**src/rtl/rtc_edit_pkg.sv**
```systemverilog
// Shared types and constants for the RTC field editor.
// Field indices follow the RTC register order: date/time fields first, then the timer fields.
package rtc_edit_pkg;

    localparam int unsigned NUM_FIELDS_DEFAULT = 9;

    localparam int unsigned FLD_SEC      = 0;
    localparam int unsigned FLD_MIN      = 1;
    localparam int unsigned FLD_HOUR     = 2;
    localparam int unsigned FLD_DAY      = 3;
    localparam int unsigned FLD_MONTH    = 4;
    localparam int unsigned FLD_YEAR     = 5;
    localparam int unsigned FLD_TMR_SEC  = 6;
    localparam int unsigned FLD_TMR_MIN  = 7;
    localparam int unsigned FLD_TMR_HOUR = 8;

    typedef enum logic [1:0] {
        IDLE = 2'd0,
        EDIT = 2'd1,
        HOLD = 2'd2
    } edit_state_e;

endpackage

```
**src/rtl/btn_edge_detect.sv**
```systemverilog
// Rising-edge detector for one debounced, already-synchronous button level.
// The stored copy resets to 0. rise_c_o is combinational: it is high while the
// live level is 1 and the stored copy is still 0.
module btn_edge_detect (
    input  logic clock,
    input  logic reset,
    input  logic btn_i,
    output logic rise_c_o
);

    logic btn_q;

    // Keep the previous button level.
    always_ff @(posedge clock) begin
        if (reset) begin
            btn_q <= 1'b0;
        end else begin
            btn_q <= btn_i;
        end
    end

    assign rise_c_o = btn_i & ~btn_q;

endmodule

```
**src/rtl/rtc_field_editor.sv**
```systemverilog
// RTC field editor: turns four debounced buttons into per-field inc/dec pulses.
// LEFT/RIGHT move the active field with wrap-around. UP/DOWN issue one pulse per press.
// Define RTC_FIELD_EDIT_AUTOREPEAT_EN to add hold-to-repeat, timed by
// REPEAT_DELAY and REPEAT_PERIOD.
module rtc_field_editor
    import rtc_edit_pkg::*;
#(
    parameter int unsigned NUM_FIELDS    = NUM_FIELDS_DEFAULT,
    parameter int unsigned REPEAT_DELAY  = 50_000_000,
    parameter int unsigned REPEAT_PERIOD = 10_000_000
) (
    input  logic                          clock,
    input  logic                          reset,
    input  logic                          en,
    input  logic                          btn_up,
    input  logic                          btn_down,
    input  logic                          btn_left,
    input  logic                          btn_right,
    output logic [$clog2(NUM_FIELDS)-1:0] field_sel,
    output logic [NUM_FIELDS-1:0]         inc_pulse,
    output logic [NUM_FIELDS-1:0]         dec_pulse,
    output logic                          editing,
    output logic                          commit
);

    localparam int unsigned SEL_W = $clog2(NUM_FIELDS);
    localparam logic [SEL_W-1:0] LAST_FIELD = SEL_W'(NUM_FIELDS - 1);

    // A zero repeat timing has no meaning; refuse to elaborate with one.
    if (REPEAT_DELAY == 0 || REPEAT_PERIOD == 0) begin : g_bad_repeat_cfg
        $error("rtc_field_editor: REPEAT_DELAY and REPEAT_PERIOD must be nonzero");
    end

    edit_state_e           state_q;
    logic [SEL_W-1:0]      field_sel_q;
    logic [NUM_FIELDS-1:0] inc_pulse_q;
    logic [NUM_FIELDS-1:0] dec_pulse_q;
    logic                  editing_q;
    logic                  commit_q;
    logic                  hold_down_q;

    logic up_rise_c, down_rise_c, left_rise_c, right_rise_c;
    logic still_held_c;
    logic rpt_fire_c;

    function automatic logic [NUM_FIELDS-1:0] field_onehot(input logic [SEL_W-1:0] idx);
        field_onehot = NUM_FIELDS'(1) << idx;
    endfunction

    btn_edge_detect u_edge_up    (.clock(clock), .reset(reset), .btn_i(btn_up),    .rise_c_o(up_rise_c));
    btn_edge_detect u_edge_down  (.clock(clock), .reset(reset), .btn_i(btn_down),  .rise_c_o(down_rise_c));
    btn_edge_detect u_edge_left  (.clock(clock), .reset(reset), .btn_i(btn_left),  .rise_c_o(left_rise_c));
    btn_edge_detect u_edge_right (.clock(clock), .reset(reset), .btn_i(btn_right), .rise_c_o(right_rise_c));

    // Release of the button that opened the hold is judged on its live level.
    assign still_held_c = hold_down_q ? btn_down : btn_up;

`ifdef RTC_FIELD_EDIT_AUTOREPEAT_EN
    localparam int unsigned RPT_MAX = (REPEAT_DELAY > REPEAT_PERIOD) ? REPEAT_DELAY : REPEAT_PERIOD;
    localparam int unsigned CNT_W   = $clog2(RPT_MAX + 1);
    localparam logic [CNT_W-1:0] DELAY_LAST  = CNT_W'(REPEAT_DELAY - 1);
    localparam logic [CNT_W-1:0] PERIOD_LAST = CNT_W'(REPEAT_PERIOD - 1);

    logic [CNT_W-1:0] rpt_cnt_q;
    logic             rpt_armed_q;

    // Repeat is due when the hold has lasted the initial delay, then each period.
    assign rpt_fire_c = (state_q == HOLD) && en && still_held_c &&
                        (rpt_cnt_q == (rpt_armed_q ? PERIOD_LAST : DELAY_LAST));

    // Cycle counter since the last pulse of the current hold; saturates, never wraps.
    always_ff @(posedge clock) begin
        if (reset || state_q != HOLD) begin
            rpt_cnt_q   <= '0;
            rpt_armed_q <= 1'b0;
        end else if (rpt_fire_c) begin
            rpt_cnt_q   <= '0;
            rpt_armed_q <= 1'b1;
        end else if (rpt_cnt_q != '1) begin
            rpt_cnt_q <= rpt_cnt_q + CNT_W'(1);
        end
    end
`else
    assign rpt_fire_c = 1'b0;
`endif

    // Edit-mode state machine with registered outputs.
    always_ff @(posedge clock) begin
        if (reset) begin
            state_q     <= IDLE;
            field_sel_q <= '0;
            inc_pulse_q <= '0;
            dec_pulse_q <= '0;
            editing_q   <= 1'b0;
            commit_q    <= 1'b0;
            hold_down_q <= 1'b0;
        end else begin
            inc_pulse_q <= '0;
            dec_pulse_q <= '0;
            commit_q    <= 1'b0;
            unique case (state_q)
                IDLE: begin
                    if (en) begin
                        state_q     <= EDIT;
                        field_sel_q <= '0;
                        editing_q   <= 1'b1;
                    end
                end
                EDIT: begin
                    if (!en) begin
                        state_q   <= IDLE;
                        editing_q <= 1'b0;
                        commit_q  <= 1'b1;
                    end else if (up_rise_c && !down_rise_c) begin
                        inc_pulse_q <= field_onehot(field_sel_q);
                        hold_down_q <= 1'b0;
                        state_q     <= HOLD;
                    end else if (down_rise_c && !up_rise_c) begin
                        dec_pulse_q <= field_onehot(field_sel_q);
                        hold_down_q <= 1'b1;
                        state_q     <= HOLD;
                    end else if (!up_rise_c && !down_rise_c) begin
                        // Navigation only counts when no up/down edge is present.
                        if (right_rise_c && !left_rise_c) begin
                            field_sel_q <= (field_sel_q == LAST_FIELD) ? '0 : field_sel_q + SEL_W'(1);
                        end else if (left_rise_c && !right_rise_c) begin
                            field_sel_q <= (field_sel_q == '0) ? LAST_FIELD : field_sel_q - SEL_W'(1);
                        end
                    end
                end
                HOLD: begin
                    if (!en) begin
                        state_q   <= IDLE;
                        editing_q <= 1'b0;
                        commit_q  <= 1'b1;
                    end else if (!still_held_c) begin
                        state_q <= EDIT;
                    end else if (rpt_fire_c) begin
                        if (hold_down_q) begin
                            dec_pulse_q <= field_onehot(field_sel_q);
                        end else begin
                            inc_pulse_q <= field_onehot(field_sel_q);
                        end
                    end
                end
                default: begin
                    state_q   <= IDLE;
                    editing_q <= 1'b0;
                end
            endcase
        end
    end

    assign field_sel = field_sel_q;
    assign inc_pulse = inc_pulse_q;
    assign dec_pulse = dec_pulse_q;
    assign editing   = editing_q;
    assign commit    = commit_q;

endmodule

```
**config.mk**
```make
export PLATFORM = sky130hd
export DESIGN_NAME = rtc_field_editor
export DESIGN_NICKNAME = d
export VERILOG_FILES = /design/src/rtl/rtc_edit_pkg.sv /design/src/rtl/btn_edge_detect.sv /design/src/rtl/rtc_field_editor.sv
export SDC_FILE = /design/constraint.sdc
export NUM_CORES = 1
export LEC_CHECK = 0
export ABC_AREA = 1
export CORE_AREA = 4 4 46 65
export CTS_CLUSTER_SIZE = 16
export DETAILED_ROUTE_END_ITERATION = 16
export DIE_AREA = 0 0 50 69
export DONT_BUFFER_PORTS = 1
export MAX_ROUTING_LAYER = met4
export PLACE_DENSITY_LB_ADDON = 0.1
export SYNTH_ARGS = -nofsm -noshare
export SYNTH_HDL_FRONTEND = slang
export SYNTH_SLANG_ARGS = --single-unit
```
**constraint.sdc**
```tcl
create_clock -name clock -period 1.82 [get_ports clock]
set_input_delay 0.364 -clock clock [delete_from_list [all_inputs] [get_ports clock]]
set_output_delay 0.364 -clock clock [all_outputs]
set_load 0.005 [all_outputs]
```
**After elaboration in Yosys (flattened, before gate mapping)**

Cells that the tools add are included.

- Flip-flop bits (word level): 31
- Input port bits: 7
- Word-level logic and storage cells: 84
- Output and inout port bits: 24

- Muxes and demuxes: 24
- $add $sub $neg: 2
- Equality and inequality tests: 12
- Reduce and logical (&&, ||, !) cells: 21
- Shifts and indexed selects: 1
- Bitwise logic cells: 13

Operators by type and width:

| kind | count |
|---|---|
| $mux W4 | 9 |
| $mux W2 | 6 |
| $ne A2 B2 Y1 const B | 6 |
| $not A1 Y1 | 9 |
| $shl A1 B4 Y9 const A | 1 |
| $pmux W4 S2 | 1 |
| $reduce_and A7 Y1 | 1 |
| $mux W1 | 6 |
| $ne A3 B3 Y1 const B | 2 |
| $pmux W2 S3 | 1 |
| $reduce_and A3 Y1 | 2 |
| $logic_and A1 B1 Y1 | 5 |
| $reduce_or A5 Y1 | 1 |
| $add A4 B1 Y4 const B | 1 |
| $and A1 B1 Y1 | 4 |
| $eq A4 B4 Y1 const B | 1 |
| $logic_not A1 Y1 | 4 |
| $logic_not A4 Y1 | 1 |
| $ne A4 B4 Y1 const B | 1 |
| $reduce_bool A2 Y1 | 2 |
| $reduce_or A2 Y1 | 2 |
| $reduce_or A4 Y1 | 1 |
| $sub A4 B1 Y4 const B | 1 |
| $eq A2 B1 Y1 const B | 1 |
| 4 further kinds | 4 |

**Longest topological paths before layout**

Gate-level depths: netlist of the first run.

- Depth after elaboration: 11
- Gate-level depth with buffers: 11
- Depth with buffers taken out: 11

**Hierarchy**

From an unflattened synthesis of the first run, not the netlist that was laid out.

- Cell total of the unflattened synthesis: 175
- Area total of the unflattened synthesis: 1440.1 µm²

Modules (own cells, without submodules):

| module | area an instance (µm²) | times used | cells an instance |
|---|---|---|---|
| rtc_field_editor | 1315.0 | 1 | 159 |
| btn_edge_detect | 31.3 | 4 | 4 |

**Least setup slack after synthesis of the first run**

No wires, ideal clock.

- Kind: input-to-reg
- Start: input btn_left
- End: register field_sel_q[2] (netlist: field_sel[2])
- Setup slack: 0.280 ns
- Data arrival time: 1.474 ns
- Setup time: 0.066 ns
- Path buffers: 0
- Cell stages on the path: 10
- Data required time: 1.754 ns
- Cells stage by stage: inv_1 -> or2_2 -> ha_1 -> nor2_1 -> nand2_1 -> nand2_2 -> nand2_4 -> nor2_4 -> nand2_1 -> a21oi_2

- Word-level cells in the longest chain between the ends: 9

Ends and longest elaborated chain:

| element | line | text |
|---|---|---|
| start, declared | rtc_field_editor.sv:17 | `input logic btn_left,` |
| $and A1 B1 Y1 * | btn_edge_detect.sv:22 | `assign rise_c_o = btn_i & ~btn_q;` |
| $logic_not A1 Y1 | rtc_field_editor.sv:124 | `if (right_rise_c && !left_rise_c) begin` |
| $logic_and A1 B1 Y1 | rtc_field_editor.sv:124 |  |
| $mux W4 | rtc_field_editor.sv:124 |  |
| $mux W4 | rtc_field_editor.sv:122 | `end else if (!up_rise_c && !down_rise_c) begin` |
| $mux W4 | rtc_field_editor.sv:118 | `end else if (down_rise_c && !up_rise_c) begin` |
| $mux W4 | rtc_field_editor.sv:114 | `end else if (up_rise_c && !down_rise_c) begin` |
| $mux W4 | rtc_field_editor.sv:110 | `if (!en) begin` |
| $pmux W4 S2 | rtc_field_editor.sv:101 | `unique case (state_q)` |
| end signal, assigned | rtc_field_editor.sv:125 | `field_sel_q <= (field_sel_q == LAST_FIELD) ? '0 : field_sel_q + SEL_W'(1);` |
| end signal, assigned | rtc_field_editor.sv:127 | `field_sel_q <= (field_sel_q == '0) ? LAST_FIELD : field_sel_q - SEL_W'(1);` |
| end, declared | rtc_field_editor.sv:35 | `logic [SEL_W-1:0] field_sel_q;` |

Every way passes the cells marked *; elsewhere a longest branch is shown, timed or not. The select of a mux whose other input is x is not followed.
A chain may end at the register's enable or synchronous reset.

**Worst setup path after layout of the first run**

- Start: register field_sel_q[0] (netlist: field_sel[0])
- End: register field_sel_q[2] (netlist: field_sel[2])

- Word-level cells in the longest chain between the ends: 9

Ends and longest elaborated chain:

| element | line | text |
|---|---|---|
| $sub A4 B1 Y4 or $logic_not A4 Y1 (tied branches) | rtc_field_editor.sv:127 |  |
| $mux W4 | rtc_field_editor.sv:127 |  |
| $mux W4 | rtc_field_editor.sv:126 | `end else if (left_rise_c && !right_rise_c) begin` |
| $mux W4 * | rtc_field_editor.sv:124 |  |
| $mux W4 * | rtc_field_editor.sv:122 |  |
| $mux W4 * | rtc_field_editor.sv:118 |  |
| $mux W4 * | rtc_field_editor.sv:114 |  |
| $mux W4 * | rtc_field_editor.sv:110 |  |
| $pmux W4 S2 * | rtc_field_editor.sv:101 |  |

Marks and branches as above.

==> results of run 1 <==
[sequential cells by signal (all words and copies together), names as in the netlist]
signal              flops
commit                  1
dec_pulse               9
editing                 1
field_sel               4
hold_down_q             1
inc_pulse               9
state_q                 2
u_edge_down.btn_q       1
u_edge_left.btn_q       1
u_edge_right.btn_q      1
u_edge_up.btn_q         1
[synth_stat cells]
cell type and count:
nor2_1 26, nand3_1 11, nand4_1 2, xnor2_1 1, o21ai_0 2, inv_1 18, a21oi_2 4, nand3_2 1
inv_2 3, o22ai_1 1, dfxtp_1 31, nor2_4 3, ha_1 16, o21ai_1 3, buf_2 2, nand2_1 24
nand2_2 4, a21oi_1 7, nor3_1 7, nand2_4 1, clkinv_1 1, or2_2 2, buf_4 2
[metal layers]
| metal | share of wire | track usage |
|---|---|---|
| met5 | 0 | - |
| met4 | 0.042 | 0.129 |
| met3 | 0.047 | 0.0409 |
| met2 | 0.55 | 0.307 |
| met1 | 0.36 | 0.136 |
[report_power, final]
part	leakage, µW	switching [µW]	internal [µW]
Clock	0.0000482	217	324
Combinational	0.000379	320	177
Sequential	0.000252	42.9	726
Total	0.000679	580	1230
[final timing paths]
| kind | start | to | slack, ns | cells after the start |
|---|---|---|---|---|
| setup reg to reg | field_sel[0] | field_sel[2] | 0.21 | 7 |
| hold reg to reg | editing | editing | 0.53 | 2 |
| setup / recovery | field_sel[0] | field_sel[2] | 0.21 | 7 |
| hold / removal | reset | field_sel[3] | 0.08 | 1 |
[cell families after synthesis]
kind of cell / Yosys count / share of synthesized area
adder cells (fa/ha/maj): 16 / 0.141
flip-flops: 31 / 0.437
XOR/XNOR: 1 / 0.00616
buffers and inverters: 26 / 0.0757
AO/OA/AOI/OAI: 17 / 0.0713
AND/OR/NAND/NOR: 81 / 0.269
[stage by stage]
step	hold slack [ns]	total power (µW)
after floorplan	0.442	1210
after global placement	0.428	1270
after detailed placement	0.428	1290
after CTS	0.0660	1840
after global routing	0.0633	1920
final	0.0820	1810
[worst register-to-register path, cell delays in order (launching register included)]
cell,delay (ns)
dfxtp_1,0.46
inv_1,0.19
ha_1,0.29
nand3_1,0.17
nand2_1,0.10
o22ai_1,0.16
nand2_1,0.09
a21oi_2,0.10
[placed cells by master, fill, tap and decap left out]
cell / synthesis / final
o22ai_1: 1 / 1
bufinv_16: 0 / 1
nand4_1: 2 / 2
nand2_2: 4 / 4
nor3_1: 7 / 7
nor2_1: 26 / 26
or2_2: 2 / 2
nand3_2: 1 / 1
dfxtp_1: 31 / 31
a21oi_2: 4 / 4
clkinv_1: 1 / 1
nand2_4: 1 / 1
ha_1: 16 / 16
a21oi_1: 7 / 7
inv_1: 18 / 18
buf_4: 2 / 3
clkinv_2: 0 / 1
nand3_1: 11 / 11
xnor2_1: 1 / 1
o21ai_1: 3 / 3
inv_2: 3 / 3
clkbuf_8: 0 / 1
clkbuf_4: 0 / 5
nand2_1: 24 / 24
nor2_4: 3 / 3
o21ai_0: 2 / 2
[area by class of cell]
cell class,instances,share of cell area
multi-input cells,115,0.448
repair buffers,3,0.0146
flip-flops and latches,31,0.401
well taps,34,0.0275
clock inverters,2,0.0226
clock buffers,6,0.0331
inverters,22,0.0534
==> impl_metrics.py, run 1 <==
metrics = {
    "run_status": {
        "status": "completed",
    },
    "global_routing": {
        "antenna_found_initial": 0,
        "grt_use_total": 0.168,
        "grt_pass1_vias": 1034,
        "grt_pass1_wl_um": 4260,
        "grt_max_degree": 13,
        "grt.overflow.total": 0,
    },
    "die": {
        "die-area_um2": 3450,
        "pin_count": 31,
        "dieHeight_um": 69,
        "num_rows": 21,
        "die_w_um": 50,
        "core_um2": 2390,
        "initial_core_util": 0.594,
    },
    "worst_setup_path": {
        "worst-path-max-fanout": 7,
        "cp.arrival_ns": 1.87,
        "crit_chain": "inv_1, ha_1, nand3_1, nand2_1, o22ai_1, nand2_1, a21oi_2",
        "crit_path_start_kind": "flop",
        "end_kind": "flop",
        "crit_slowest_cell": "dfxtp_1",
        "crit_buf_inv": 1,
        "cpMostUsedCell": "nand2_1",
        "critical-path-max-stage-delay_ns": 0.46,
        "crit_family": "flip-flops",
        "worstSetupPathType": "reg -> reg",
        "crit_required_ns": 2.09,
    },
    "run": {
        "maxCapViolCount": 0,
    },
    "logic_synthesis": {
        "syn_nets": 195,
        "ys_seq_elements": 31,
        "yosys.area.top_type_share": 0.437,
        "ys_seq_area_frac": 0.437,
        "yosys.cell_types.count": 23,
        "synth_area_leaders": "dfxtp_1 (44%), ha_1 (14%), nor2_1 (6.9%), nand2_1 (6.3%), inv_1 (4.8%)",
        "synth_cells": 172,
        "synth_area_um2": 1420,
        "synth_warnings": 0,
        "synth_top_cell_by_area": "dfxtp_1",
        "synth.avg_cell_area_um2": 8.26,
    },
    "power": {
        "p_per_area_nw_per_um2": 1170,
        "vdd_drop_max_mv": 0.700,
        "power_leakage_uw": 0.000679,
    },
    "clock_network": {
        "cts_sinks": 31,
        "htreeDepth": 2,
        "root_buffer": "clkbuf_4",
        "cts_hold_buffers": 0,
        "clk_pin_slew_ns": 0.09,
        "cts_setup_buffers": 0,
        "ctsResizeCount": 0,
        "clock_latency_ns": 0.33,
        "cts_max_path_buffers": 2,
        "numCtsBuffers": 5,
        "cts_tree": "done",
    },
    "sta": {
        "fin_ws_ns": 0.213,
        "post-route-min-period_ns": 1.61,
        "skew_ns": 0.00618,
        "setup_viol": 0,
        "maxSlewViolCount": 0,
        "clock.fmax_mhz": 622,
        "fin_tns_setup_ns": 0,
        "slew_headroom": 0.742,
        "fin_crit_sh": 0.883,
        "rsz0062_at_grt": "no",
        "worstMarginPinSlew_ns": 0.386,
        "hold_viol_final": 0,
    },
    "final_layout": {
        "instances_no_fill": 213,
        "final_util": 0.647,
        "multi_input_area_um2": 693,
        "fillers": 193,
        "final_area_um2": 1550,
        "seq_area_um2": 621,
        "drive_gt1_frac": 0.162,
        "n_antenna_cell": 0,
        "nets": 201,
        "area_growth_pct": 8.89,
    },
    "placed_design": {
        "place_area_um2": 1460,
        "gp_congestion": 1.02,
        "dpl.hpwl_um": 2020,
        "post-place-ws_ns": 0.151,
        "io_buffers": 0,
        "dp.cells": 205,
    },
    "route": {
        "dr.first_iter.drc_count": 23,
        "firstDrtPassIters": 4,
        "post-route-drc-count": 0,
        "avgViaCountPerCell": 4.99,
        "totalWireLength_um": 2510,
        "vias": 1062,
        "wl_per_cell_um": 11.8,
        "ant_nets": 0,
    },
    "min_path": {
        "worstHoldPathType": "in -> reg",
    },
}
Note: power is estimated with default switching activity, not from simulation.
==> inputs of run 2 (changes only) <==
--- a/config.mk
+++ b/config.mk
@@ -5,12 +5,12 @@
 export SDC_FILE = /design/constraint.sdc
 export NUM_CORES = 1
 export LEC_CHECK = 0
-export ABC_AREA = 1
 export CORE_AREA = 4 4 46 65
 export CTS_CLUSTER_SIZE = 16
 export DETAILED_ROUTE_END_ITERATION = 16
 export DIE_AREA = 0 0 50 69
 export DONT_BUFFER_PORTS = 1
+export GPL_TIMING_DRIVEN = 0
 export MAX_ROUTING_LAYER = met4
 export PLACE_DENSITY_LB_ADDON = 0.1
 export SYNTH_ARGS = -nofsm -noshare
==> run 2 against run 1 <==
  * Total power down 21%
  * Via count shrank 4.4%
  * Synthesized cell count down 13%
  * Design area increased by 0.32%
  * Combinational power decreased by 65%
  * Critical path depth shrank 1
  * Clock power up 1%
  * Non-clock buffer count grew 1
  * Sequential share of layout area about the same
  * Global-route usage grew 0.23 points
  * Critical endpoint is now field_sel[3]
  * Largest power group unchanged
==> impl_metrics.py, run 2 <==
metrics = {
    "run_status": {
        "status": "completed",
    },
    "clock_network": {
        "cts_hold_buffers": 0,
        "clk_pin_slew_ns": 0.09,
        "clock_latency_ns": 0.33,
        "htreeDepth": 2,
        "root_buffer": "clkbuf_4",
        "cts_sinks": 31,
        "cts_max_path_buffers": 2,
        "numCtsBuffers": 5,
        "cts_tree": "done",
    },
    "logic_synthesis": {
        "syn_nets": 173,
        "synth_edf_count": 0,
        "synth_top_cell_by_area": "dfxtp_1",
        "synth_cells": 150,
        "synth.avg_cell_area_um2": 9.48,
        "ys.flop_type": "dfxtp_1",
        "synth_area_um2": 1420,
        "synth_commonest_cells": "dfxtp_1 (31), nor2_1 (23), ha_1 (16), nand2_1 (14)",
        "synth_warnings": 0,
        "yosysMostFrequentCell": "dfxtp_1",
        "ys_seq_area_frac": 0.437,
        "yosys.area.top_type_share": 0.437,
        "ys_seq_elements": 31,
        "synth_area_leaders": "dfxtp_1 (44%), ha_1 (14%), nor2_1 (6.1%), nand2_1 (3.7%), and2_1 (3.1%)",
        "yosys.cell_types.count": 36,
        "async_flop_share": 0,
    },
    "global_routing": {
        "grt_use_total": 0.171,
        "grt_pass1_vias": 988,
        "grt.overflow.total": 0,
        "antenna_found_initial": 0,
        "grt_pass1_wl_um": 4320,
        "grt_max_degree": 11,
    },
    "sta": {
        "fin_crit_sh": 0.927,
        "slew_headroom": 0.656,
        "post-route-min-period_ns": 1.69,
        "clock.fmax_mhz": 593,
        "setup_viol": 0,
        "skew_ns": 0.00706,
        "worstMarginPinSlew_ns": 0.516,
        "rsz0062_at_grt": "no",
        "maxSlewViolCount": 0,
        "hold_viol_final": 0,
    },
    "power": {
        "p_per_area_nw_per_um2": 925,
        "vdd_drop_max_mv": 0.870,
        "power_uw": 1440,
        "power_leakage_uw": 0.000664,
    },
    "final_layout": {
        "final_cell_mix": "dfxtp_1 (29), nor2_1 (23), ha_1 (16)",
        "final_util": 0.649,
        "area_growth_pct": 9.24,
        "final_common_cell": "dfxtp_1",
        "n_antenna_cell": 0,
        "nets": 180,
        "drive_gt1_frac": 0.120,
    },
    "route": {
        "vias": 1015,
        "avgViaCountPerCell": 5.29,
        "dr.first_iter.drc_count": 18,
        "post-route-drc-count": 0,
        "ant_nets": 0,
        "wl_per_cell_um": 13.1,
        "firstDrtPassIters": 4,
        "totalWireLength_um": 2520,
    },
    "die": {
        "die_w_um": 50,
        "num_rows": 21,
        "initial_core_util": 0.594,
        "dieHeight_um": 69,
        "die-area_um2": 3450,
        "core_um2": 2390,
        "pin_count": 31,
    },
    "worst_setup_path": {
        "crit_chain": "inv_1, ha_1, o21bai_1, a311o_1, nand4_1, a21oi_1",
        "crit_buf_inv": 1,
        "worst-path-max-fanout": 9,
        "crit_slowest_cell": "dfxtp_2",
        "end_kind": "flop",
        "cp.arrival_ns": 1.88,
        "crit_required_ns": 2.02,
        "crit_path_start_kind": "flop",
        "critical-path-max-stage-delay_ns": 0.43,
        "worstSetupPathType": "reg -> reg",
        "crit_family": "compound AO/OA/AOI/OAI gates",
    },
    "min_path": {
        "worstHoldPathType": "in -> reg",
    },
    "placed_design": {
        "gp_congestion": 0.825,
        "io_buffers": 0,
        "dpl.hpwl_um": 1960,
    },
    "run": {
        "maxCapViolCount": 0,
    },
}
## run 2: cell count changes in the layout (fill, tap and decap cells not counted), moves of 4 or more
cell,change
nand2b_1,+6
nor3_1,-7
nor2b_1,+7
nand2_1,-10
and2_1,+7
nand2_2,-4
inv_1,-10
a21oi_2,-4
nand3_1,-10
## run 2: path summary, 6_finish.rpt
kind                              startpoint                 to  slack (ns)  cells past startpoint
worst min-delay path                   reset  u_edge_left.btn_q         0.1                      1
worst max-delay path            field_sel[0]       field_sel[3]        0.13                      6
worst min register to register       editing            editing        0.53                      2
worst max register to register  field_sel[0]       field_sel[3]        0.13                      6
## run 2: timing repair
item	CTS	global route
endpoints found under the setup margin	1	1
gates resized for setup	1	1
hold endpoints to repair	0	0
setup buffers	0	0
gates cloned	0	0
## run 2: through the flow
stage	instances	instance area, µm²	setup TNS, ns	hold slack [ns]	worst slack (ns)
5_1_grt	192	1550	0	0.0627	0.0112
2_1_floorplan	150	1420	0	0.436	0.232
3_3_place_gp	184	1460	0	0.437	0.0243
3_5_place_dp	184	1460	-0.00137	0.439	-0.00137
6_report	192	1550	0	0.0953	0.134
4_1_cts	192	1550	0	0.0892	0.0584
## run 2: cell families (layout without fill, tap and decap cells)
kind of cell    Yosys count  in the layout  share of synthesized area
compound gates           17             17                     0.0845
fa+ha+maj                16             16                      0.141
buf+inv                  12             20                     0.0361
flops                    31             31                      0.437
mux                       3              3                     0.0211
simple gates             70             70                      0.275
xor+xnor                  1              1                    0.00616
## run 2: power by group
| group | internal, µW | leakage (µW) | total [µW] | switching [µW] |
|---|---|---|---|---|
| Clock | 324 | 0.0000482 | 548 | 224 |
| Sequential | 699 | 0.000253 | 715 | 15.5 |
| Combinational | 75.3 | 0.000363 | 172 | 97.2 |
## run 2: area by class of cell
cell class / instances / area (µm²)
clock buffer: 6 / 51.3
multi-input combinational: 107 / 749
tap: 34 / 42.5
inverter: 8 / 30.0
sequential: 31 / 623
fill: 210 / 838
buffer: 4 / 21.3
clock inverter: 2 / 35.0
## run 2: worst reg2reg max path: stages, from the launching register on
cell and delay, ns:
dfxtp_2 0.43, inv_1 0.12, ha_1 0.31, o21bai_1 0.19
a311o_1 0.34, nand4_1 0.10, a21oi_1 0.07
## run 2: per-layer routing
layer | up-vias | track usage | wire length (µm)
met5 | - | - | 0
met4 | 0 | 0.0769 | 55
met3 | 7 | 0.0776 | 143
met2 | 26 | 0.308 | 1420
met1 | 475 | 0.142 | 900
li1 | 507 | - | -
==> inputs of run 3 (changes only) <==
--- a/config.mk
+++ b/config.mk
@@ -5,10 +5,10 @@
 export SDC_FILE = /design/constraint.sdc
 export NUM_CORES = 1
 export LEC_CHECK = 0
-export CORE_AREA = 4 4 46 65
+export CORE_AREA = 4 4 49 61
 export CTS_CLUSTER_SIZE = 16
 export DETAILED_ROUTE_END_ITERATION = 16
-export DIE_AREA = 0 0 50 69
+export DIE_AREA = 0 0 53 65
 export DONT_BUFFER_PORTS = 1
 export GPL_TIMING_DRIVEN = 0
 export MAX_ROUTING_LAYER = met4
==> run 3 against run 2 <==
  * Wire length fell by 4.2%
  * Design area is 0.64% lower
  * Sequential share of layout area grew 0.26 points
  * Critical endpoint unchanged
==> impl_metrics.py, run 3 (synthesis results as in run 2) <==
metrics = {
    "final_layout": {
        "nets": 180,
        "area_growth_pct": 8.54,
        "multi_input_area_um2": 758,
        "fillers": 229,
        "final_common_cell": "dfxtp_1",
        "final_cell_mix": "dfxtp_1 (29), nor2_1 (23), ha_1 (15)",
        "drive_gt1_frac": 0.120,
        "final_area_um2": 1540,
        "n_antenna_cell": 0,
        "seq_area_um2": 623,
    },
    "route": {
        "dr.first_iter.drc_count": 8,
        "wl_met3_um": 173,
        "avgViaCountPerCell": 5.21,
        "ant_nets": 0,
        "post-route-drc-count": 0,
        "firstDrtPassIters": 3,
        "totalWireLength_um": 2420,
        "wl_met2_um": 1300,
        "wl_met1_um": 871,
        "wl_per_cell_um": 12.6,
        "vias": 995,
        "routed.top_layer": "met4",
    },
    "sta": {
        "setup_viol": 0,
        "fin_crit_sh": 0.921,
        "maxSlewViolCount": 0,
        "clock.fmax_mhz": 596,
        "post-route-min-period_ns": 1.68,
        "skew_ns": 0.0116,
        "worstMarginPinSlew_ns": 0.474,
        "hold_viol_final": 0,
        "rsz0062_at_grt": "no",
        "fin_ws_ns": 0.143,
        "slew_headroom": 0.684,
    },
    "global_routing": {
        "grt_max_degree": 11,
        "grt_use_total": 0.174,
        "grt.overflow.total": 0,
        "antenna_found_initial": 0,
        "grt_pass1_wl_um": 4200,
        "grt_pass1_vias": 1024,
    },
    "run": {
        "maxCapViolCount": 0,
    },
    "power": {
        "p_per_area_nw_per_um2": 857,
        "vdd_drop_max_mv": 0.688,
        "power_leakage_uw": 0.000653,
        "power_uw": 1320,
    },
    "worst_setup_path": {
        "end_kind": "flop",
        "worstSetupPathType": "reg -> reg",
        "cp.arrival_ns": 1.87,
        "worst-path-max-fanout": 9,
        "crit_path_start_kind": "flop",
        "crit_required_ns": 2.01,
    },
    "clock_network": {
        "root_buffer": "clkbuf_4",
        "htreeDepth": 2,
        "cts_setup_buffers": 0,
        "ctsResizeCount": 1,
        "numCtsBuffers": 5,
        "clk_pin_slew_ns": 0.09,
        "cts_tree": "done",
        "clock_latency_ns": 0.32,
        "cts_sinks": 31,
        "cts_hold_buffers": 0,
        "cts_max_path_buffers": 2,
    },
    "die": {
        "dieHeight_um": 65,
        "core_um2": 2430,
        "pin_count": 31,
        "die-area_um2": 3450,
        "num_rows": 20,
        "initial_core_util": 0.586,
        "die_w_um": 53,
    },
    "placed_design": {
        "post-place-ws_ns": -0.00595,
        "io_buffers": 0,
        "dpl.hpwl_um": 1910,
        "gp_congestion": 0.888,
        "place_area_um2": 1460,
    },
    "run_status": {
        "status": "completed",
    },
    "min_path": {
        "worstHoldPathType": "in -> reg",
    },
}
## run 3: worst paths after layout
path	from	end	slack [ns]	cells after the start
max	field_sel[0]	field_sel[3]	0.14	6
min	reset	u_edge_left.btn_q	0.10	1
max reg2reg	field_sel[0]	field_sel[3]	0.14	6
min reg2reg	field_sel[1]	field_sel[1]	0.53	2
## run 3: layer usage
metal,track usage,vias to the layer above
li1,-,507
met1,0.148,451
met2,0.301,28
met3,0.0736,9
met4,0.109,0
met5,-,-
## run 3: worst max-delay path, stage by stage (launching register included)
cell,delay (ns)
dfxtp_2,0.43
inv_1,0.12
ha_1,0.31
o21bai_1,0.19
a311o_1,0.34
nand4_1,0.09
a21oi_1,0.07
## run 3: per-stage QoR
stage                     cells  hold slack, ns  TNS (ns)  utilization
after global routing        191          0.0676         0        0.636
after detailed placement    183           0.439  -0.00595        0.603
after CTS                   191          0.0845         0        0.631
final                       191           0.100         0        0.636
after global placement      183           0.437         0        0.603
after floorplan             150           0.436         0            -
## run 3: cell type report
| cell class | instances | area share |
|---|---|---|
| Tap cell | 33 | 0.0268 |
| Buffer | 4 | 0.0138 |
| Sequential cell | 31 | 0.404 |
| Inverter | 8 | 0.0195 |
| Multi-Input combinational cell | 107 | 0.491 |
| Clock buffer | 8 | 0.0446 |
## run 3: power by group
| group | switching [µW] | total (µW) | internal [µW] |
|---|---|---|---|
| Sequential | 14.8 | 714 | 699 |
| Clock | 208 | 435 | 227 |
| Combinational | 96.7 | 172 | 75.6 |
